<file path="config.mk">
export PLATFORM = sky130hd
export DESIGN_NAME = mmu_walker
export DESIGN_NICKNAME = d
export VERILOG_FILES = /design/src/rtl/mmu_walker_pkg.sv /design/src/rtl/mmu_walker_pte_check.sv /design/src/rtl/mmu_walker.sv
export SDC_FILE = /design/constraint.sdc
export NUM_CORES = 1
export LEC_CHECK = 0
export ABC_AREA = 1
export BUFFER_PORTS_ARGS = -buffer_cell sky130_fd_sc_hd__clkbuf_2
export CORE_ASPECT_RATIO = 0.8
export CORE_MARGIN = 10
export CORE_UTILIZATION = 56
export CTS_CLUSTER_SIZE = 30
export DETAILED_ROUTE_END_ITERATION = 10
export PLACE_DENSITY_LB_ADDON = 0.15
export SLEW_MARGIN = 20
export SYNTH_ARGS = -nofsm -noshare
export SYNTH_HDL_FRONTEND = slang
export SYNTH_HIERARCHICAL = 1
export SYNTH_SLANG_ARGS = --single-unit
</file>
<file path="constraint.sdc">
create_clock -name clk -period 3.9 [get_ports clk]
set_clock_uncertainty 0.2 [all_clocks]
set_input_delay 0.195 -clock clk [delete_from_list [all_inputs] [get_ports clk]]
set_output_delay 0.195 -clock clk [all_outputs]
set_load 0.005 [all_outputs]
</file>
<file path="src/rtl/mmu_walker_pkg.sv">
// mmu_walker_pkg: types and constants shared by the page-table walker.
//   ptw_state_t : walker FSM states (IDLE -> WALK -> OUTPUT -> IDLE)
//   ptw_kind_t  : access kind (load / store / fetch)
//   pte_t       : RISC-V Sv39/Sv48 page-table entry layout
//   satp_t      : satp CSR layout (mode / asid / root ppn)
//   leaf_paddr  : physical address from a leaf PTE at a given level
package mmu_walker_pkg;

    typedef enum logic [1:0] {
        IDLE   = 2'd0,
        WALK   = 2'd1,
        OUTPUT = 2'd2
    } ptw_state_t;

    typedef enum logic [1:0] {
        KIND_LOAD  = 2'd0,
        KIND_STORE = 2'd1,
        KIND_FETCH = 2'd2
    } ptw_kind_t;

    typedef struct packed {
        logic [9:0]  reserved;
        logic [43:0] ppn;
        logic [1:0]  rsw;
        logic        d;
        logic        a;
        logic        g;
        logic        u;
        logic        x;
        logic        w;
        logic        r;
        logic        v;
    } pte_t;

    typedef struct packed {
        logic [3:0]  mode;
        logic [15:0] asid;
        logic [43:0] ppn;
    } satp_t;

    localparam logic [3:0] SATP_SV39 = 4'd8;
    localparam logic [3:0] SATP_SV48 = 4'd9;

    // A leaf at level L maps a 2^(12+9L) byte region: the low PPN fields are
    // replaced by the matching virtual address bits.
    function automatic logic [63:0] leaf_paddr(input pte_t       pte,
                                               input logic [1:0] lvl,
                                               input logic [63:0] vaddr);
        logic [43:0] ppn_hi;
        logic [63:0] off_mask;
        ppn_hi   = pte.ppn & ({44{1'b1}} << (9 * lvl));
        off_mask = ~({64{1'b1}} << (12 + 9 * lvl));
        return {8'd0, ppn_hi, 12'd0} | (vaddr & off_mask);
    endfunction

endpackage

</file>
<file path="src/rtl/mmu_walker_pte_check.sv">
// mmu_pte_check: combinational PTE classifier, used by the walk path and by
// the last-translation cache hit path.
// Ports:
//   pte     in  64  page-table entry
//   lvl     in  2   level the PTE was read at
//   kind    in  2   access kind (ptw_kind_t encoding)
//   is_leaf out 1   PTE is a leaf (R or X set)
//   fault   out 1   PTE produces a page fault for this access
module mmu_pte_check
    import mmu_walker_pkg::*;
(
    input  logic [63:0] pte,
    input  logic [1:0]  lvl,
    input  logic [1:0]  kind,
    output logic        is_leaf,
    output logic        fault
);

    pte_t p;
    logic perm_ok;
    logic misaligned;
    logic unused_bits;

    assign p           = pte;
    assign unused_bits = ^{p.reserved, p.rsw, p.g, p.u};

    always_comb begin
        is_leaf    = p.r || p.x;
        misaligned = (p.ppn & ~({44{1'b1}} << (9 * lvl))) != '0;
        perm_ok    = 1'b0;
        fault      = 1'b0;
        case (kind)
            KIND_LOAD:  perm_ok = p.r;
            KIND_STORE: perm_ok = p.w;
            KIND_FETCH: perm_ok = p.x;
            default:    perm_ok = 1'b0;
        endcase

        if (!p.v || (!p.r && p.w)) begin
            fault = 1'b1;
        end else if (!is_leaf) begin
            // A pointer at the last level has nowhere left to go.
            fault = (lvl == 2'd0);
        end else begin
            // A/D are software-managed: missing bits fault instead of being set.
            fault = !perm_ok || !p.a || ((kind == KIND_STORE) && !p.d) || misaligned;
        end
    end

endmodule

</file>
<file path="src/rtl/mmu_walker.sv">
// mmu_walker: Sv39/Sv48 page-table walker, one translation at a time.
// Optional feature: define MMU_WALKER_LASTHIT_EN to add a one-entry
// last-translation cache that skips the walk on a permitted hit.
// Parameters:
//   LEVELS    page-table depth (3 = Sv39, 4 = Sv48)
//   SATP_MODE satp.mode value that enables translation (8 = Sv39, 9 = Sv48)
// Ports:
//   clk, reset (async, active-low)
//   req_valid/req_ready/req_vaddr/req_kind   translation request
//   satp, priv                               translation context
//   flush                                    abort walk, invalidate cache
//   mem_req_valid/mem_req_addr               PTE read request (held until ok)
//   mem_resp_ok/mem_resp_data                PTE read completion
//   resp_valid/resp_ready/resp_paddr/resp_fault  translation result
module mmu_walker
    import mmu_walker_pkg::*;
#(
    parameter int          LEVELS    = 3,
    parameter logic [3:0]  SATP_MODE = SATP_SV39
) (
    input  logic        clk,
    input  logic        reset,
    input  logic        req_valid,
    output logic        req_ready,
    input  logic [63:0] req_vaddr,
    input  logic [1:0]  req_kind,
    input  logic [63:0] satp,
    input  logic [1:0]  priv,
    input  logic        flush,
    output logic        mem_req_valid,
    output logic [63:0] mem_req_addr,
    input  logic        mem_resp_ok,
    input  logic [63:0] mem_resp_data,
    output logic        resp_valid,
    input  logic        resp_ready,
    output logic [63:0] resp_paddr,
    output logic        resp_fault
);

    localparam int         VA_BITS = 12 + 9 * LEVELS;
    localparam logic [1:0] TOP_LVL = 2'(LEVELS - 1);

    ptw_state_t  state_q, state_d;
    logic [1:0]  lvl_q, lvl_d;
    logic [63:0] vaddr_q, vaddr_d;
    ptw_kind_t   kind_q, kind_d;
    logic [63:0] base_q, base_d;
    logic [63:0] paddr_q, paddr_d;
    logic        fault_q, fault_d;
    logic        abort_q, abort_d;

    satp_t       req_satp;
    pte_t        resp_pte;
    logic        translate;
    logic        canonical;
    logic        accept;
    logic [8:0]  vpn_cur;
    logic        w_leaf;
    logic        w_fault;
    logic        hit;
    logic [63:0] hit_paddr;
    logic [VA_BITS-1+1:VA_BITS-1] unused_canon_lsb;

    assign req_satp  = satp;
    assign resp_pte  = mem_resp_data;
    assign translate = (priv != 2'd3) && (req_satp.mode == SATP_MODE);
    // Bits above the VA width must all copy the top VA bit.
    assign canonical = (&req_vaddr[63:VA_BITS-1]) || (~|req_vaddr[63:VA_BITS-1]);
    // Flush has priority over a simultaneous request.
    assign accept    = req_valid && (state_q == IDLE) && !flush;
    assign vpn_cur   = 9'(vaddr_q >> (12 + 9 * lvl_q));
    assign unused_canon_lsb = '0;

    mmu_pte_check u_walk_check (
        .pte     (mem_resp_data),
        .lvl     (lvl_q),
        .kind    (kind_q),
        .is_leaf (w_leaf),
        .fault   (w_fault)
    );

`ifdef MMU_WALKER_LASTHIT_EN
    localparam int VPN_BITS = 9 * LEVELS;

    logic                c_valid_q;
    logic [VPN_BITS-1:0] c_vpn_q;
    logic [59:0]         c_satp_q;
    logic [1:0]          c_lvl_q;
    logic [63:0]         c_pte_q;
    logic [59:0]         satp_q;
    logic                c_leaf_unused;
    logic                c_fault;
    logic                satp_match;
    logic                vpn_match;
    logic                fill_en;

    // The cached leaf is re-checked against the new request's access kind.
    mmu_pte_check u_hit_check (
        .pte     (c_pte_q),
        .lvl     (c_lvl_q),
        .kind    (req_kind),
        .is_leaf (c_leaf_unused),
        .fault   (c_fault)
    );

    assign satp_match = (c_satp_q == satp[59:0]);
    assign vpn_match  = ((req_vaddr[VA_BITS-1:12] & ({VPN_BITS{1'b1}} << (9 * c_lvl_q)))
                         == c_vpn_q);
    assign hit        = c_valid_q && satp_match && vpn_match && !c_fault;
    assign hit_paddr  = leaf_paddr(pte_t'(c_pte_q), c_lvl_q, req_vaddr);
    assign fill_en    = (state_q == WALK) && mem_resp_ok && !abort_q && !flush
                        && w_leaf && !w_fault;

    // NOTE: the tag/data fields are small and are reset along with the valid
    // bit; mixing reset and non-reset flops in one async-reset process would
    // turn reset into a hidden enable on the data fields.
    always_ff @(posedge clk or negedge reset) begin
        if (!reset) begin
            c_valid_q <= 1'b0;
            c_vpn_q   <= '0;
            c_satp_q  <= '0;
            c_lvl_q   <= '0;
            c_pte_q   <= '0;
            satp_q    <= '0;
        end else begin
            if (accept) begin
                satp_q <= satp[59:0];
            end
            if (flush) begin
                c_valid_q <= 1'b0;
            end else if (accept && translate && canonical && !satp_match) begin
                c_valid_q <= 1'b0;
            end else if (fill_en) begin
                c_valid_q <= 1'b1;
                c_vpn_q   <= vaddr_q[VA_BITS-1:12] & ({VPN_BITS{1'b1}} << (9 * lvl_q));
                c_satp_q  <= satp_q;
                c_lvl_q   <= lvl_q;
                c_pte_q   <= mem_resp_data;
            end
        end
    end
`else
    logic [15:0] unused_asid;

    assign hit         = 1'b0;
    assign hit_paddr   = '0;
    assign unused_asid = req_satp.asid;
`endif

    // NOTE: sequential state uses non-blocking assignments so every flop
    // samples the pre-edge values regardless of statement order.
    always_ff @(posedge clk or negedge reset) begin
        if (!reset) begin
            state_q <= IDLE;
            lvl_q   <= '0;
            vaddr_q <= '0;
            kind_q  <= KIND_LOAD;
            base_q  <= '0;
            paddr_q <= '0;
            fault_q <= 1'b0;
            abort_q <= 1'b0;
        end else begin
            state_q <= state_d;
            lvl_q   <= lvl_d;
            vaddr_q <= vaddr_d;
            kind_q  <= kind_d;
            base_q  <= base_d;
            paddr_q <= paddr_d;
            fault_q <= fault_d;
            abort_q <= abort_d;
        end
    end

    // NOTE: every variable gets a default before the case so no path leaves
    // one unassigned, which would otherwise infer a latch.
    always_comb begin
        state_d = state_q;
        lvl_d   = lvl_q;
        vaddr_d = vaddr_q;
        kind_d  = kind_q;
        base_d  = base_q;
        paddr_d = paddr_q;
        fault_d = fault_q;
        abort_d = abort_q;

        req_ready     = (state_q == IDLE);
        mem_req_valid = (state_q == WALK);
        mem_req_addr  = (state_q == WALK) ? base_q + 64'({vpn_cur, 3'b000}) : 64'd0;
        resp_valid    = (state_q == OUTPUT);
        resp_paddr    = (state_q == OUTPUT) ? paddr_q : 64'd0;
        resp_fault    = (state_q == OUTPUT) && fault_q;

        case (state_q)
            IDLE: begin
                if (accept) begin
                    vaddr_d = req_vaddr;
                    kind_d  = ptw_kind_t'(req_kind);
                    lvl_d   = TOP_LVL;
                    abort_d = 1'b0;
                    base_d  = {8'd0, req_satp.ppn, 12'd0};
                    if (!translate) begin
                        state_d = OUTPUT;
                        paddr_d = req_vaddr;
                        fault_d = 1'b0;
                    end else if (!canonical) begin
                        state_d = OUTPUT;
                        paddr_d = '0;
                        fault_d = 1'b1;
                    end else if (hit) begin
                        state_d = OUTPUT;
                        paddr_d = hit_paddr;
                        fault_d = 1'b0;
                    end else begin
                        state_d = WALK;
                    end
                end
            end

            WALK: begin
                // The read is already on the bus, so a flush is remembered
                // and the walk is torn down once the response returns.
                if (flush) begin
                    abort_d = 1'b1;
                end
                if (mem_resp_ok) begin
                    if (abort_q || flush) begin
                        state_d = IDLE;
                    end else if (w_fault) begin
                        state_d = OUTPUT;
                        paddr_d = '0;
                        fault_d = 1'b1;
                    end else if (w_leaf) begin
                        state_d = OUTPUT;
                        paddr_d = leaf_paddr(resp_pte, lvl_q, vaddr_q);
                        fault_d = 1'b0;
                    end else begin
                        base_d = {8'd0, resp_pte.ppn, 12'd0};
                        lvl_d  = lvl_q - 2'd1;
                    end
                end
            end

            OUTPUT: begin
                if (flush || resp_ready) begin
                    state_d = IDLE;
                end
            end

            default: state_d = IDLE;
        endcase
    end

endmodule

</file>
---- Word-level counts from Yosys, hierarchy flattened ----
Index checks and enable logic that the tools add are counted.
word-level totals
  logic and storage cells ................. 115
  input bits .............................. 202
  bits in registers ....................... 200
operators by class
  reductions and logical operators ........ 33
  shift operators ......................... 3
  mux-type cells .......................... 45
  $mul .................................... 1
  $add $sub $neg .......................... 3
  equal/unequal tests ..................... 16
  bitwise operators ....................... 6
operator list
  operator                                                             count
  64-bit two-way mux                                                   14
  64-bit case mux with 2 select lines                                  2
  44-bit bitwise AND                                                   2
  64-bit by 12-bit adder with 64-bit output                            1
  64-bit bitwise AND                                                   1
  64-bit inverter                                                      1
  56-bit by 64-bit bitwise OR with 64-bit output                       1
  64-bit by 7-bit left shift with 64-bit output, first input constant  1
  64-bit by 32-bit >> shifter with 9-bit output                        1
  44-bit inverter                                                      1
  44-bit nonzero test                                                  1
  44-bit by 6-bit left shift with 44-bit output, first input constant  1
  2-bit two-way mux                                                    13
  26-bit AND reduction                                                 1
  26-bit OR reduction                                                  1
  6-bit AND reduction                                                  2
  1-bit two-way mux                                                    11
  2-bit != test, second input constant                                 5
  1-bit logical OR                                                     8
  4-bit by 6-bit adder with 7-bit output, first input constant         1
  1-bit zero test                                                      7
  1-bit logical AND                                                    6
  2-bit zero test                                                      3
  4-bit by 2-bit multiplier with 6-bit output, first input constant    1
  16 further kinds                                                     21

---- Depth between registers and ports, before layout ----
Gate-level depths: netlist (run 1).
  depth in word-level cells ............... 12
  mapped depth ............................ 19
  gate-level depth less buffers ........... 16

---- Cells and area by module ----
The synthesis (run 1) kept the hierarchy.
by module, submodules not included
  module         cells each  area each (µm²)  times used  sequential area each (µm²)
  mmu_walker     1387        9905.8           1           4479.3
  mmu_pte_check  47          203.9            1           0.0

---- Least setup slack after synthesis (run 1) ----
No wires, ideal clock.
  path type ............................... register to register
  start point ............................. register lvl_q[1]
  end point ............................... register paddr_q[12]
  stages on the path, launching flop included .. 19
  data required time ...................... 3.583 ns
  slack ................................... 1.556 ns
  clock period less this slack ............ 2.344 ns
  arrival time ............................ 2.027 ns
  cell sequence ........................... dfrtp_1 nand2_1 nand2_1 a21oi_2 nand2_1 nor2_1 nand3_1 nand2_1 nand2_1 or2_1 buf_2 nor2_2 nand2_1 nand3_2 nor2_4 buf_6 buf_2 nand3_1 nand2_1
on the way
  word-level cells in the longest chain between the ends .. 12
  elaborated cells between the ends (all ways) .. 22
  classes of those cells .................. add/sub (1); mul (1); eq/ne (1); shift (2); mux (7); bitwise (6); reduce/logical (4)
RTL lines
  what                                           RTL line                    text
  from (decl)                                    mmu_walker.sv:44            logic [1:0] lvl_q, lvl_d;
  from (signal assigned)                         mmu_walker.sv:164           lvl_q <= lvl_d;
  4-bit by 2-bit multiplier with 6-bit output    mmu_walker_pte_check.sv:29  misaligned = (p.ppn & ~({44{1'b1}} << (9 * lvl))) != '0;
  44-bit by 6-bit left shift with 44-bit output  mmu_walker_pte_check.sv:29
  44-bit inverter                                mmu_walker_pte_check.sv:29
  44-bit bitwise AND                             mmu_walker_pte_check.sv:29
  44-bit nonzero test                            mmu_walker_pte_check.sv:29
  1-bit logical OR                               mmu_walker_pte_check.sv:46  fault = !perm_ok || !p.a || ((kind == KIND_STORE) && !p.d) || misaligned;
  1-bit two-way mux (*)                          mmu_walker_pte_check.sv:41  end else if (!is_leaf) begin
  1-bit two-way mux (*)                          mmu_walker_pte_check.sv:39  if (!p.v || (!p.r && p.w)) begin
  via w_fault                                    mmu_walker.sv:59            logic w_fault;
  64-bit two-way mux                             mmu_walker.sv:228           end else if (w_fault) begin
  64-bit two-way mux                             mmu_walker.sv:226           if (abort_q || flush) begin
  64-bit two-way mux                             mmu_walker.sv:225           if (mem_resp_ok) begin
  64-bit case mux with 2 select lines            mmu_walker.sv:193           case (state_q)
  to (signal assigned)                           mmu_walker.sv:168           paddr_q <= paddr_d;
  to (decl)                                      mmu_walker.sv:48            logic [63:0] paddr_q, paddr_d;
The timed path passes the listed nets; every way through them passes the cells marked *. The select of a mux whose other input is x is not followed.
A chain may end at the register's enable or synchronous reset.

---- Worst setup path in the final report (run 1) ----
  start point ............................. register lvl_q[1]
  end point ............................... register base_q[19]
on the way
  word-level cells in the longest chain between the ends .. 10
  elaborated cells between the ends (all ways) .. 11
  classes of those cells .................. mul (1); eq/ne (1); shift (1); mux (2); bitwise (2); reduce/logical (4)
RTL lines
  what                                           RTL line                    text
  4-bit by 2-bit multiplier with 6-bit output    mmu_walker_pte_check.sv:29
  44-bit by 6-bit left shift with 44-bit output  mmu_walker_pte_check.sv:29
  44-bit inverter                                mmu_walker_pte_check.sv:29
  44-bit bitwise AND                             mmu_walker_pte_check.sv:29
  44-bit nonzero test                            mmu_walker_pte_check.sv:29
  1-bit logical OR                               mmu_walker_pte_check.sv:46
  1-bit two-way mux (*)                          mmu_walker_pte_check.sv:41
  1-bit two-way mux (*)                          mmu_walker_pte_check.sv:39
  via w_fault                                    mmu_walker.sv:59
  2-bit != test (no source line) (*)             n/a
  6-bit AND reduction (no source line) (*)       n/a
  to (signal assigned)                           mmu_walker.sv:167           base_q <= base_d;
  to (decl)                                      mmu_walker.sv:47            logic [63:0] base_q, base_d;
The timed path passes the listed nets; every way through them passes the cells marked *.

==> results.yml, run 1 <==
power:
  p_sw_uw: 3120
  finalPower_uw: 8100
  p_per_area_nw_per_um2: 593
  p_int_uw: 4990
  clkPwrFrac_pct: 21.3
  p_comb_share_pct: 38.7
  p_leak_uw: 0.00731
  power_frac_seq_pct: 40.0
  ir_drop_uv: 410
  swShare_pct: 38.5
detailed_routing:
  drcViolationCount: 0
  dr.first_iter.drc_count: 1315
  via_per_inst: 5.46
  dr.pass1.iters: 6
  wl_per_cell_um: 18.7
  via_count: 11200
  detail-route-antenna-nets: 0
  totalWireLength_mm: 38.5
cts:
  root_buffer: "clkbuf_16"
  cts.htree.levels: 4
  cts_tree: "built"
  worst_skew_pair.late_latency_ns: 0.43
  clk_path_buf_depth: 2
  cts_buffers: 17
  cts_sinks: 179
  clkTransAtPathRegs_ns: 0.07
  cts_setup_buffers: 0
sta:
  timing.final.crit_share_pct: 92.3
  max_slew_margin_pct: 42.9
  fmax_mhz: 278
  slew_violations: 0
  hold_violations: 0
  setup_viol_count_final: 0
  whs_ns: 0.0329
  rsz0062_at_grt: "no"
  tns_ns: 0
  max_slew.worst_pin.slew_ns: 0.857
  period_needed_ns: 3.60
global_routing:
  first_global_vias: 11100
  overflow: 0
  grt_pass1_wl_mm: 59.8
  grt_use_total_pct: 31.4
  antenna_found_initial: 2
  grt_max_degree: 130
place:
  dpl.hpwl_mm: 24.7
  placed_cell_area_um2: 11500
  portBuffers: 292
  place_inst: 1874
  globalplace.congestion: 0.915
critical_path:
  endpoint_kind: "register"
  r2r_slack_ns: 0.30
  crit_path_max_fanout: 92
  cp_cell_sequence: "nand2_1, nand2_1, a21oi_2, nand2_1, nor2_1, nand3_1, nand2_1, nand2_1, nor2_1, nor2_1, nor3_2, buf_12, nor2_1, a31oi_1, dlygate4sd3_1"
  crit_slowest_cell: "dlygate4sd3_1"
  critPathLaunchType: "register"
  cpPeakStageDelay_ns: 0.61
  cp.required_ns: 4.07
  cpMostUsedCell: "nand2_1"
  arrival_ns: 3.77
  crit_type: "register to register"
synth:
  netlist_instances: 1434
  avgSynthCellArea_um2: 7.05
  yosysWarnings: 6
  post_synth_num_cell_types: 33
  synth_seq_cells: 179
  netlist_area_um2: 10100
  yosysSeqAreaShare_pct: 44.3
hold_path:
  hp-class: "input pin to register"
final_layout:
  finish.instance_area_um2: 13700
  layout_commonest_cell: "nand2_1"
  final_nets: 2028
  syn_to_final_growth_pct: 35.2
  final_cell_mix: "nand2_1, clkbuf_2, inv_1, nor2_1, dfrtp_1"
  final_layout_size_suffix_gt1_share_pct: 19.3
  fillCellCount: 1238
  final_cells: 2059
outcome:
  status: "finished clean"
floorplan:
  die-area_um2: 23900
  core_um2: 17500
  io_pins: 334
  rows: 43
  initial_core_util_pct: 57.6
  die_width_um: 170
  die_y_um: 140
run:
  maxCapViolations: 0
per-layer routing:
layer / share of wire, % / global-route usage, % / up-vias
met5: 0 / 0 / -
met4: 3.2 / 12.2 / 0
met3: 11 / 9.38 / 98
met2: 46 / 49.0 / 722
met1: 40 / 40.1 / 5169
li1: - / - / 5246
logic make-up after synthesis:
group | synth area share (%)
fa+ha+maj | 0.619
compound gates | 14.2
flops | 44.3
mux | 1.29
simple gates | 26.2
buf+inv | 13.4
other cells | 0.0371
worst max-delay path: cells and delay by family (launching register included):
kind                   cells  cell delay, ns
AND/OR/NAND/NOR           11            1.34
buffers and inverters      2            0.97
flip-flops                 1            0.56
AO/OA/AOI/OAI              2            0.40
flip-flops by register name, indices dropped and copies added (netlist names):
register	cells
abort_q	1
state_q	2
base_q	44
kind_q	2
paddr_q	64
vaddr_q	63
fault_q	1
lvl_q	2
stage by stage:
step,util (%),setup WS (ns)
3_5_place_dp,65.8,0.604
3_3_place_gp,65.8,0.683
6_report,77.9,0.301
5_1_grt,77.9,0.104
4_1_cts,77.8,0.526
2_1_floorplan,-,1.56
power by group through the flow:
stage          Sequential [uW]  Combinational, uW  Clock, uW
3_3_place_gp              3190               2530          0
5_1_grt                   3320               3520       1800
4_1_cts                   3200               3040       1730
6_report                  3240               3140       1730
2_1_floorplan             3090               1880          0
3_5_place_dp              3220               2640          0
final cells by class:
type | instances | area (um2) | share of cell area [%]
tap | 225 | 282 | 2.06
antenna | 2 | 5.00 | 0.0366
clock buffer | 19 | 443 | 3.24
timing repair buffer | 460 | 3140 | 23.0
inverter | 223 | 840 | 6.14
clock inverter | 11 | 130 | 0.952
multi-input combinational | 940 | 4350 | 31.8
sequential | 179 | 4480 | 32.8
timing repair:
item	CTS	global route
setup endpoints to repair	0	17
gates resized for setup	0	1
hold buffers	153	0
endpoints found under the hold margin	235	0
synth_stat cells:
cell / count / area, um2
a21oi_1: 10 / 50.1
a21oi_2: 1 / 8.76
a22oi_1: 12 / 90.1
a31oi_1: 26 / 163
buf_1: 11 / 41.3
buf_2: 21 / 105
buf_4: 17 / 128
buf_6: 6 / 67.6
clkbuf_1: 47 / 176
clkinv_1: 1 / 3.75
conb_1: 1 / 3.75
dfrtp_1: 179 / 4480
ha_1: 5 / 62.6
inv_1: 221 / 830
inv_2: 1 / 3.75
mux2i_1: 13 / 130
nand2_1: 363 / 1360
nand2_2: 1 / 6.26
nand3_1: 86 / 430
nand3_2: 1 / 10.0
nand3b_1: 1 / 7.51
nand4_1: 2 / 12.5
nor2_1: 196 / 736
nor2_2: 3 / 18.8
nor2_4: 1 / 11.3
nor3_1: 3 / 15.0
o211ai_1: 36 / 270
o21ai_0: 130 / 651
o21ai_1: 8 / 40.0
o22ai_1: 26 / 163
or2_1: 2 / 12.5
or2_2: 2 / 12.5
or2_4: 1 / 8.76
final timing paths:
kind	from	endpoint	depth (start not counted)
worst max-delay path	lvl_q[1]$_DFFE_PN0P_	base_q[19]$_DFFE_PN0P_	15
worst min register to register	paddr_q[58]$_DFFE_PN0P_	paddr_q[58]$_DFFE_PN0P_	2
min in group asynchronous	reset	paddr_q[57]$_DFFE_PN0P_	2
worst min-delay path	mem_resp_data[19]	base_q[21]$_DFFE_PN0P_	5
max in group asynchronous	reset	lvl_q[1]$_DFFE_PN0P_	3
worst max register to register	lvl_q[1]$_DFFE_PN0P_	base_q[19]$_DFFE_PN0P_	15
Power figures use the tool's default switching activity.
==> inputs of run 2 (changes only) <==
==> constraint.sdc (replaced) <==
create_clock -name clk -period 3.9 [get_ports clk]
set_clock_uncertainty 0.2 [all_clocks]
set_input_delay 0.78 -clock clk [delete_from_list [all_inputs] [get_ports clk]]
set_output_delay 0.78 -clock clk [all_outputs]
set_load 0.005 [all_outputs]
==> results.yml, run 2 (synthesis gave the netlist of run 1 again) <==
floorplan:
  initial_core_util_pct: 57.6
  die_width_um: 170
  die-area_um2: 23900
  die_y_um: 140
  core_um2: 17500
  io_pins: 334
  rows: 43
final_layout:
  final_nets: 1878
  largest_reg_flops: 64
  final_cell_mix: "nand2_1, clkbuf_2, inv_1, nor2_1, dfrtp_1"
  largestRegisters: "paddr_q x64, vaddr_q x63, base_q x44"
  fin_util_pct: 69.6
  syn_to_final_growth_pct: 20.7
  layout_commonest_cell: "nand2_1"
  final_layout_size_suffix_gt1_share_pct: 21.2
  n_antenna_cell: 0
  regMostFlops: "paddr_q"
  final_cells: 1907
cts:
  cts_buffers: 17
  clk_path_buf_depth: 2
  cts_setup_buffers: 0
  cts_resized: 0
  cts_tree: "built"
  cts_sinks: 179
  cts.htree.levels: 4
  worst_skew_pair.late_latency_ns: 0.43
  clkTransAtPathRegs_ns: 0.07
  cts_hold_buf: 0
  root_buffer: "clkbuf_16"
sta:
  max_slew_margin_pct: 50.6
  setup_viol_count_final: 0
  max_slew.worst_pin.slew_ns: 0.741
  hold_violations: 0
  rsz0062_at_grt: "no"
  tns_ns: 0
  period_needed_ns: 3.38
  slew_violations: 0
  fmax_mhz: 296
  timing.final.crit_share_pct: 86.6
global_routing:
  top_usage_layer: "met2"
  first_global_vias: 9692
  antenna_found_initial: 0
  grt_max_degree: 130
  overflow: 0
  grt_pass1_wl_mm: 52.3
  use_met3_pct: 7.30
  met2_usage_pct: 41.2
  gr-usage-met1_pct: 38.0
  grt_use_total_pct: 27.4
outcome:
  status: "finished clean"
detailed_routing:
  totalWireLength_mm: 33.6
  dr.pass1.iters: 6
  wl_per_cell_um: 17.6
  drcViolationCount: 0
  via_per_inst: 5.40
  detail-route-antenna-nets: 0
  via_count: 10300
  dr.first_iter.drc_count: 1420
run:
  maxCapViolations: 0
critical_path:
  reg2reg_from: "lvl_q[1]$_DFFE_PN0P_"
  r2r_slack_ns: 0.52
  critPathLaunchType: "register"
  crit_type: "register to register"
  crit_path_max_fanout: 65
  endpoint_kind: "register"
  r2r-end: "paddr_q[36]$_DFFE_PN0P_"
  cp.required_ns: 4.06
  crit_start: "lvl_q[1]$_DFFE_PN0P_"
  ff2ff_path_depth: 15
  arrival_ns: 3.53
  cp-endpoint: "paddr_q[36]$_DFFE_PN0P_"
place:
  globalplace.congestion: 0.924
  dpl.hpwl_mm: 24.7
  place_inst: 1877
  portBuffers: 292
power:
  p_per_area_nw_per_um2: 629
  ir_drop_uv: 356
  p_leak_uw: 0.00677
hold_path:
  hp-class: "input pin to async pin"
[run 2: cell count changes in the layout (fill, tap and decap cells not counted), moves of 2 or more]
cell,change
diode_2,-2
buf_12,+2
dlygate4sd3_1,-153
clkinvlp_4,-2
[run 2: where the power goes]
group / internal (uW) / switching [uW]
Sequential: 2730 / 490
Clock: 1030 / 760
Combinational: 1000 / 1660
[run 2: final cells by class]
cell class	count	area, um2
Clock buffer	19	443
Clock inverter	11	154
Fill cell	1542	5340
Inverter	223	837
Multi-Input combinational cell	940	4350
Sequential cell	179	4480
Tap cell	225	282
Timing Repair Buffer	310	1660
[run 2: worst max-delay path: stages, from the launching register on]
cell and delay [ns]:
dfrtp_1 0.72, buf_4 0.30, nand2_1 0.09, o21ai_1 0.22, nor2_1 0.07, nand3_1 0.16, nand2_1 0.07, nand2_1 0.09
or2_1 0.15, nor2_2 0.04, nand2_1 0.06, nand3_2 0.11, nor2_4 0.12, buf_4 0.54, nand3_1 0.19, nand2_1 0.11
[run 2: metrics by stage]
step	worst slack, ns	power (uW)	hold slack [ns]	instance area [um2]
after detailed placement	0.567	5870	0.259	11600
after CTS	0.646	7670	0.192	12200
after global placement	0.583	5780	0.256	11600
after floorplan	1.25	4960	0.242	10100
final	0.524	7670	0.162	12200
after global routing	0.287	8230	0.207	12200
[run 2: how the worst min path moves through the flow]
stage                                    to  slack (ns)  cells after the start
CTS                 paddr_q[57]$_DFFE_PN0P_        0.19                      1
floorplan               fault_q$_DFFE_PN0P_        0.24                      2
global route        paddr_q[57]$_DFFE_PN0P_        0.21                      1
global placement    paddr_q[25]$_DFFE_PN0P_        0.26                      2
detailed placement  paddr_q[37]$_DFFE_PN0P_        0.26                      2
finish              paddr_q[57]$_DFFE_PN0P_        0.16                      1
[run 2: metal layers]
metal / routed length [um] / part of all wire (%) / vias to the layer above
li1: - / - / 4942
met1: 14400 / 43 / 4731
met2: 14800 / 44 / 582
met3: 3730 / 11 / 47
met4: 635 / 1.9 / 0
met5: 0 / 0 / -
